<file path="config.mk">
export PLATFORM = sky130hd
export DESIGN_NAME = muldiv_unit
export DESIGN_NICKNAME = d
export VERILOG_FILES = /design/src/rtl/muldiv_unit.sv
export SDC_FILE = /design/constraint.sdc
export NUM_CORES = 1
export LEC_CHECK = 0
export CAP_MARGIN = 20
export CELL_PAD_IN_SITES_DETAIL_PLACEMENT = 0
export CELL_PAD_IN_SITES_GLOBAL_PLACEMENT = 1
export CORE_MARGIN = 2
export CORE_UTILIZATION = 47
export DETAILED_ROUTE_END_ITERATION = 8
export GPL_ROUTABILITY_DRIVEN = 0
export PLACE_DENSITY_LB_ADDON = 0.1
export SYNTH_ARGS = -nofsm -noshare
export SYNTH_HDL_FRONTEND = slang
export SYNTH_SLANG_ARGS = --single-unit
</file>
<file path="constraint.sdc">
create_clock -name clk -period 5.86 [get_ports clk]
set_input_delay 1.172 -clock clk [delete_from_list [all_inputs] [get_ports clk]]
set_output_delay 1.172 -clock clk [all_outputs]
set_load 0.05 [all_outputs]
</file>
<file path="src/rtl/muldiv_unit.sv">
// Iterative multiply/divide unit holding the architectural HI/LO pair.
// Radix-2 shift-add multiply and restoring divide run on magnitudes; FIX applies signs.
module muldiv_unit #(
  parameter int XLEN         = 32,
  parameter bit DIV0_LO_ONES = 1'b1
) (
  input  logic            clk,
  input  logic            rst,
  input  logic            start,
  input  logic [2:0]      op,
  input  logic [XLEN-1:0] rs_data,
  input  logic [XLEN-1:0] rt_data,
  input  logic            flush,
  output logic            busy,
  output logic            done,
  output logic [XLEN-1:0] hi,
  output logic [XLEN-1:0] lo
);

  localparam int CW = $clog2(XLEN + 1);

  // state | meaning
  // IDLE  | waiting for start; mthi/mtlo handled here
  // MUL   | one multiplier bit per cycle, XLEN cycles
  // DIV   | one quotient bit per cycle, XLEN cycles
  // FIX   | sign correction, HI/LO load on the exiting edge
  typedef enum logic [1:0] {S_IDLE, S_MUL, S_DIV, S_FIX} state_t;

  state_t            r_state;
  state_t            w_state_nxt;
  logic [CW-1:0]     r_count;
  logic [2*XLEN-1:0] r_acc;
  logic [XLEN-1:0]   r_a;
  logic [XLEN-1:0]   r_b;
  logic              r_is_div;
  logic              r_neg_q;
  logic              r_neg_r;
  logic [XLEN-1:0]   r_hi;
  logic [XLEN-1:0]   r_lo;
  logic              r_done;

  logic              w_is_mul;
  logic              w_is_div;
  logic              w_signed;
  logic              w_rs_neg;
  logic              w_rt_neg;
  logic [XLEN-1:0]   w_rs_abs;
  logic [XLEN-1:0]   w_rt_abs;
  logic              w_last;

  assign w_is_mul = (op == 3'b000) || (op == 3'b001);
  assign w_is_div = (op == 3'b010) || (op == 3'b011);
  assign w_signed = ~op[0];
  assign w_rs_neg = w_signed & rs_data[XLEN-1];
  assign w_rt_neg = w_signed & rt_data[XLEN-1];
  assign w_rs_abs = w_rs_neg ? (~rs_data + 1'b1) : rs_data;
  assign w_rt_abs = w_rt_neg ? (~rt_data + 1'b1) : rt_data;
  assign w_last   = (r_count == CW'(XLEN - 1));

  // Multiply: r_acc = {partial sum, remaining multiplier bits}
  logic [XLEN:0]     w_mul_sum;
  logic [2*XLEN-1:0] w_mul_step;
  assign w_mul_sum  = {1'b0, r_acc[2*XLEN-1:XLEN]} + {1'b0, (r_acc[0] ? r_a : {XLEN{1'b0}})};
  assign w_mul_step = {w_mul_sum, r_acc[XLEN-1:1]};

  // Divide: r_acc = {partial remainder, dividend bits / quotient bits}
  logic [XLEN:0]     w_rem_sh;
  logic [XLEN+1:0]   w_div_diff;
  logic              w_div_ok;
  logic [XLEN-1:0]   w_div_rem;
  logic [2*XLEN-1:0] w_div_step;
  assign w_rem_sh   = r_acc[2*XLEN-1:XLEN-1];
  assign w_div_diff = {1'b0, w_rem_sh} - {2'b00, r_b};
  assign w_div_ok   = ~w_div_diff[XLEN+1];
  assign w_div_rem  = w_div_ok ? w_div_diff[XLEN-1:0] : w_rem_sh[XLEN-1:0];
  assign w_div_step = {w_div_rem, r_acc[XLEN-2:0], w_div_ok};

  logic [2*XLEN-1:0] w_prod_fix;
  logic [XLEN-1:0]   w_quo_fix;
  logic [XLEN-1:0]   w_rem_fix;
  logic [XLEN-1:0]   w_hi_fix;
  logic [XLEN-1:0]   w_lo_fix;
  assign w_prod_fix = r_neg_q ? (~r_acc + 1'b1) : r_acc;
  assign w_quo_fix  = r_neg_q ? (~r_acc[XLEN-1:0] + 1'b1) : r_acc[XLEN-1:0];
  assign w_rem_fix  = r_neg_r ? (~r_acc[2*XLEN-1:XLEN] + 1'b1) : r_acc[2*XLEN-1:XLEN];

  always_comb begin
    w_hi_fix = w_prod_fix[2*XLEN-1:XLEN];
    w_lo_fix = w_prod_fix[XLEN-1:0];
    if (r_is_div) begin
      if (r_b == '0) begin
        // Rebuild the dividend exactly as it was presented
        w_hi_fix = r_neg_r ? (~r_a + 1'b1) : r_a;
        w_lo_fix = {XLEN{DIV0_LO_ONES}};
      end else begin
        w_hi_fix = w_rem_fix;
        w_lo_fix = w_quo_fix;
      end
    end
  end

  always_ff @(posedge clk) begin
    if (rst) r_state <= S_IDLE;
    else     r_state <= w_state_nxt;
  end

  always_comb begin
    w_state_nxt = r_state;
    if (flush) begin
      w_state_nxt = S_IDLE;
    end else begin
      case (r_state)
        S_IDLE: begin
          if (start && w_is_mul)      w_state_nxt = S_MUL;
          else if (start && w_is_div) w_state_nxt = S_DIV;
        end
        S_MUL:   if (w_last) w_state_nxt = S_FIX;
        S_DIV:   if (w_last) w_state_nxt = S_FIX;
        S_FIX:   w_state_nxt = S_IDLE;
        default: w_state_nxt = S_IDLE;
      endcase
    end
  end

  always_ff @(posedge clk) begin
    if (rst) begin
      r_count  <= '0;
      r_acc    <= '0;
      r_a      <= '0;
      r_b      <= '0;
      r_is_div <= 1'b0;
      r_neg_q  <= 1'b0;
      r_neg_r  <= 1'b0;
      r_hi     <= '0;
      r_lo     <= '0;
      r_done   <= 1'b0;
    end else begin
      r_done <= 1'b0;
      if (flush) begin
        r_count <= '0;
      end else begin
        case (r_state)
          S_IDLE: begin
            if (start && (w_is_mul || w_is_div)) begin
              r_count  <= '0;
              r_a      <= w_rs_abs;
              r_b      <= w_rt_abs;
              r_acc    <= {{XLEN{1'b0}}, (w_is_mul ? w_rt_abs : w_rs_abs)};
              r_is_div <= w_is_div;
              r_neg_q  <= w_rs_neg ^ w_rt_neg;
              r_neg_r  <= w_rs_neg;
            end else if (start && op == 3'b100) begin
              r_hi <= rs_data;
            end else if (start && op == 3'b101) begin
              r_lo <= rs_data;
            end
          end
          S_MUL: begin
            r_acc   <= w_mul_step;
            r_count <= r_count + 1'b1;
          end
          S_DIV: begin
            r_acc   <= w_div_step;
            r_count <= r_count + 1'b1;
          end
          S_FIX: begin
            r_hi    <= w_hi_fix;
            r_lo    <= w_lo_fix;
            r_done  <= 1'b1;
            r_count <= '0;
          end
          default: r_count <= '0;
        endcase
      end
    end
  end

  assign busy = (r_state != S_IDLE);
  assign done = r_done;
  assign hi   = r_hi;
  assign lo   = r_lo;

endmodule

</file>
== Yosys cells after proc, flatten, opt, wreduce, memory -nomap -nowiden ==
Cells that the tools add are included.

* Multipliers: 0
* Div/mod/pow operators: 0
* Order comparisons: 0
* Bitwise operators: 12
* Mux-type cells: 29
* Shift-type cells: 0
* Reduce and logical (&&, ||, !) cells: 21
* Add/subtract/negate cells: 9
* Equality and inequality tests: 16

{| class="wikitable"
|+ Operators with widths
! kind !! number
|-
| 2-to-1 mux 32 bit || 17
|-
| case mux 64 bit (3 select lines) || 1
|-
| adder 32 x 1 -> 32 bit (second input constant) || 5
|-
| inverter 32 bit || 5
|-
| 2-to-1 mux 64 bit || 2
|-
| case mux 32 bit (2 select lines) || 2
|-
| adder 64 x 1 -> 64 bit (second input constant) || 1
|-
| inverter 64 bit || 1
|-
| subtractor 33 x 32 -> 34 bit || 1
|-
| adder 32 x 32 -> 33 bit || 1
|-
| zero test 32 bit || 1
|-
| case mux 6 bit (3 select lines) || 1
|-
| inequality test 2 bit (second input constant) || 5
|-
| adder 6 x 1 -> 6 bit (second input constant) || 1
|-
| == test 3 x 2 -> 1 bit (second input constant) || 2
|-
| == test 3 bit (second input constant) || 2
|-
| == test 6 x 5 -> 1 bit (second input constant) || 1
|-
| 2-to-1 mux 2 bit || 3
|-
| 2-to-1 mux 6 bit || 1
|-
| case mux 2 bit (3 select lines) || 1
|-
| AND reduction 3 bit || 2
|-
| logical AND 1 bit || 5
|-
| AND reduction 5 bit || 1
|-
| == test 2 bit (second input constant) || 2
|-
| 16 further kinds || 23
|}

* Memories: 0
* RAM bits: 0
* ROM bits: 0
* Output and inout bits: 66
* Bits in latches: 0
* Flip-flop bits (word level): 204
* Input port bits: 71
* Logic and storage cells: 98

== Logic depth before layout (Yosys ltp) ==
* Depth after elaboration: 6
* Depth in mapped cells: 14
* Gate-level depth less buffers: 13

== Worst setup path after synthesis ==
OpenSTA, ideal clock, no wires.

* Path type: input to register
* From: input port rt_data[10]
* To: register r_acc[29]
* Cell stages on the path: 9
* Arrival time: 3777 ps
* Library setup time: 114 ps
* Data required time: 5746 ps
* Slack: 1968 ps
* Buffers on the path: 0
* Cell sequence: or4_4 or4_4 or4_4 or3_4 o41ai_4 xor2_1 mux2i_1 o21ai_1 nand2_1

* Longest elaborated chain between the ends: 6

{| class="wikitable"
|+ RTL lines
! element !! RTL line !! source
|-
| start: declaration || 12 || <nowiki>input logic [XLEN-1:0] rt_data,</nowiki>
|-
| inverter 32 bit || 57 || <nowiki>assign w_rt_abs = w_rt_neg ? (~rt_data + 1'b1) : rt_data;</nowiki>
|-
| adder 32 x 1 -> 32 bit || 57 ||
|-
| 2-to-1 mux 32 bit || 57 ||
|-
| 2-to-1 mux 32 bit || 148 || <nowiki>r_acc <= {{XLEN{1'b0}}, (w_is_mul ? w_rt_abs : w_rs_abs)};</nowiki>
|-
| 2-to-1 mux 64 bit || 144 || <nowiki>if (start && (w_is_mul || w_is_div)) begin</nowiki>
|-
| case mux 64 bit (3 select lines) || 142 || <nowiki>case (r_state)</nowiki>
|-
| end signal: assignment || 148 ||
|-
| end signal: assignment || 159 || <nowiki>r_acc <= w_mul_step;</nowiki>
|-
| end signal: assignment || 163 || <nowiki>r_acc <= w_div_step;</nowiki>
|-
| end: declaration || 32 || <nowiki>logic [2*XLEN-1:0] r_acc;</nowiki>
|}

Every way passes these cells. The select of a mux whose other input is x is not followed.
A chain may end at the register's enable or synchronous reset.

== Final worst setup path ==
* From: input port op[2]
* To: register r_acc[58]

* Longest elaborated chain between the ends: 6
* Elaborated cells between the ends (all ways): 10
* Those cells by class: 4 x eq/ne; 6 x reduce/logical

{| class="wikitable"
|+ RTL lines
! element !! RTL line !! source
|-
| start: declaration || 10 || <nowiki>input logic [2:0] op,</nowiki>
|-
| == test 3 x 1 -> 1 bit, or another cell as far along || 51 || <nowiki>assign w_is_mul = (op == 3'b000) || (op == 3'b001);</nowiki>
|-
| logical OR 1 bit, on equally long branches || 51, 52 ||
|-
| logical OR 1 bit * || 144 ||
|-
| logical AND 1 bit * || 144 ||
|-
| inequality test 2 bit (no line) * || -- ||
|-
| AND reduction 3 bit (no line) * || -- ||
|}

Every way passes the cells marked *; elsewhere a longest branch is shown, timed or not.

==> results by group <==
Setup path
  – CP max-delay cell: nor2_1
  – Critical path peak fanout: 20
  – WS Path Type: in2reg
  – Crit path DAT: 4.64 ns
  – Critical path's largest stage delay: 0.64 ns
  – Worst-path cell chain: clkdlybuf4s50_1 -> nand2b_1 -> and2_1 -> or3_1 -> nor2_1 -> nand3_1 -> nor2_1 -> a222oi_1 -> o21ai_0
  – Critical Path Start Type: primary input
  – WP data required: 6.34 ns
  – CP Capture Type: flip-flop
  – Most used cell along the critical path: nor2_1

Status
  – Status: finished, final reports clean

Synth
  – Synth Area per Inst: 7.285 um2
  – Ys async rst share: 0
  – EDFF count, synth: 0
  – Primary FF master, synth: dfxtp_1
  – Syn Inst Count: 2,334
  – Synthesized area: 0.01700 mm2
  – Top cells by area, synth: dfxtp_1 (24%), nand2_1 (6.1%), a21oi_1 (5.8%)
  – Synth area leader: dfxtp_1
  – Synthesis-stage register bit count: 204
  – Synth top area share: 0.2402
  – Commonest cells post-synth: nand2_1 (275), nor2_1 (228), dfxtp_1 (204)
  – Yosys warnings: 0
  – Library cells used by synthesis: 73
  – Most frequent cell after synthesis: nand2_1
  – Syn_nets: 2,482
  – Post-synthesis sequential area ratio: 0.2402

STA
  – Final Cycle Share: 0.7091
  – Fmax: about 240 MHz
  – Fin. max-slew vios: 0
  – Final Critical Period: a little over 4 ns
  – Final setup viols: 0
  – Slew HR: 0.2619
  – Setup TNS: 0 ns
  – Worst slew pin tran: 1.107 ns
  – Worst Skew: 0.03344 ns
  – PnR worst setup slack: 1.705 ns
  – Final Hold Fails: 0
  – RSZ-0062 raised after global routing: no
  – Hold Slack: 0.4499 ns

Layout
  – Final nets: 2,489
  – Filler instances: 3,496
  – Fraction of layout instances using a drive strength above 1: 0.04871
  – Area grow syn2layout: 14.05%
  – Diodes inserted: 0
  – Design Area, Final: a little under 0.02 mm2

GRT
  – Gr ovfl total: 0
  – Largest net degree at the start of global routing: 113
  – Gr usage total: 0.3476
  – First-pass GRT wire length: 102.7 mm
  – Met3 Use GR: 0.06610
  – Via count of the first global-routing pass: 17,350
  – Initial antenna violation count: 0
  – Met1 Use GR: 0.4476
  – GRT Max-Usage Layer: met2
  – GR Util met2: 0.5645

Clock tree
  – CTS Root Cell: clkbuf_16
  – CTS tree: built
  – Clk pin slew, worst setup/hold paths: 0.06 ns
  – Longest Clk Path Bufs: 3
  – Sink Count: 204
  – CTS Hold Buffers Added: 0
  – Clk_lat worst skew: 0.58 ns
  – Postcts setup bufs: 0
  – H-tree depth: 1
  – Post-cts sizing count: 0
  – TritonCTS Buffers: 26

Detailed routing
  – DR DRC count: 0
  – Vias: 18,460
  – Antenna-violating nets left: 0
  – Vias per Instance: 6.541
  – First-pass DRT Iterations: 5
  – Detailed Route Iter0 Violations: 1,874
  – Wire per inst: 24.06 um
  – Drt total wl: approximately 68 mm

Placement
  – Post-DP HPWL: 51.82 mm
  – Post-place setup slack: 1.228 ns
  – PortBufs: 136
  – Placed cell area: 0.01848 mm2

Power
  – Static leakage: 7.272 nW
  – Maximum VDD drop: 0.0002834 V
  – Power per cell area: 210.9 mW/mm2
  – Total power: between 4 and 5 mW

Floorplanning
  – Total Die Area: 0.03772 mm2
  – Core Rows: between 60 and 70
  – Num ports: 137
  – Initial core utilization: 0.4780
  – Die span in x: between 150 and 200 um
  – Core area: 0.03557 mm2
  – DIE HEIGHT: between 150 and 200 um

Min path
  – Hold Crit Class: reg2reg

Flow run
  – Max-cap viol count: 0
stage by stage:
stage,cells,utilization
floorplan,2334,-
global placement,2772,0.5195
detailed placement,2772,0.5195
CTS,2820,0.5444
global route,2822,0.5452
finish,2822,0.5452
cell type report:
class | instances | area, um2 | share of cell area
clock buffers | 36 | 738.2 | 0.03807
clock inverters | 12 | 150.1 | 0.007742
inverters | 67 | 251.5 | 0.01297
multi-input cells | 1878 | 12010 | 0.6193
flip-flops and latches | 204 | 4085 | 0.2107
well taps | 461 | 576.8 | 0.02974
repair buffers | 164 | 1582 | 0.08155
final timing paths:
path             from        end  slack, ns  cells past startpoint
min reg2reg    lo[29]     lo[29]       0.45                      2
min            lo[29]     lo[29]       0.45                      2
max             op[2]  r_acc[58]       1.70                      9
max reg2reg  r_acc[0]  r_acc[63]       1.80                     13
per-layer routing:
metal	vias up	part of all wire
met5	-	0
met4	0	0.052
met3	187	0.087
met2	834	0.46
met1	8854	0.40
li1	8584	-
logic make-up after synthesis:
| group | after synthesis | synth area share |
|---|---|---|
| xor+xnor | 191 | 0.09838 |
| fa+ha+maj | 77 | 0.05754 |
| simple gates | 832 | 0.2298 |
| flops | 204 | 0.2402 |
| compound gates | 748 | 0.2935 |
| buf+inv | 252 | 0.05600 |
| mux | 30 | 0.02458 |
where the power goes:
group          internal, mW  switching [mW]
Combinational         0.316           0.594
Clock                 0.976           0.687
Sequential             1.43          0.0832
Total                  2.73            1.36
flip-flops by register name, summed over array words and instances, names as in the netlist:
register and cells:
r_neg_r 1, done 1, r_is_div 1, r_acc 64, r_a 32, r_neg_q 1, r_state 2, r_b 32
r_count 6, lo 32, hi 32
cell usage in the layout, fill, tap and decap left out, drive strengths merged, types with 13 or more instances in the layout:
| cell type | n |
|---|---|
| or4 | 24 |
| ha | 75 |
| o221ai | 32 |
| a211oi | 86 |
| and2 | 43 |
| nand3 | 51 |
| buf | 29 |
| xor2 | 88 |
| a31oi | 21 |
| nand4 | 15 |
| o41ai | 18 |
| a21oi | 198 |
| a221oi | 13 |
| nor3 | 63 |
| a22oi | 28 |
| dfxtp | 204 |
| a311oi | 19 |
| o31ai | 33 |
| nor2 | 228 |
| a21o | 32 |
| mux2i | 17 |
| or3 | 39 |
| o211ai | 25 |
| nand2 | 275 |
| o21ai | 149 |
| clkdlybuf4s50 | 135 |
| a221o | 20 |
| xnor2 | 103 |
| inv | 67 |
| nor4 | 26 |
| nand2b | 14 |
| clkbuf | 36 |
critical path, delay by kind of cell:
kind / cells / cell delay [ns]
buffers and inverters: 1 / 0.45
and+or+nand+nor: 6 / 2.73
AOI/OAI and AO/OA: 2 / 0.27
Power figures use the tool's default switching activity.
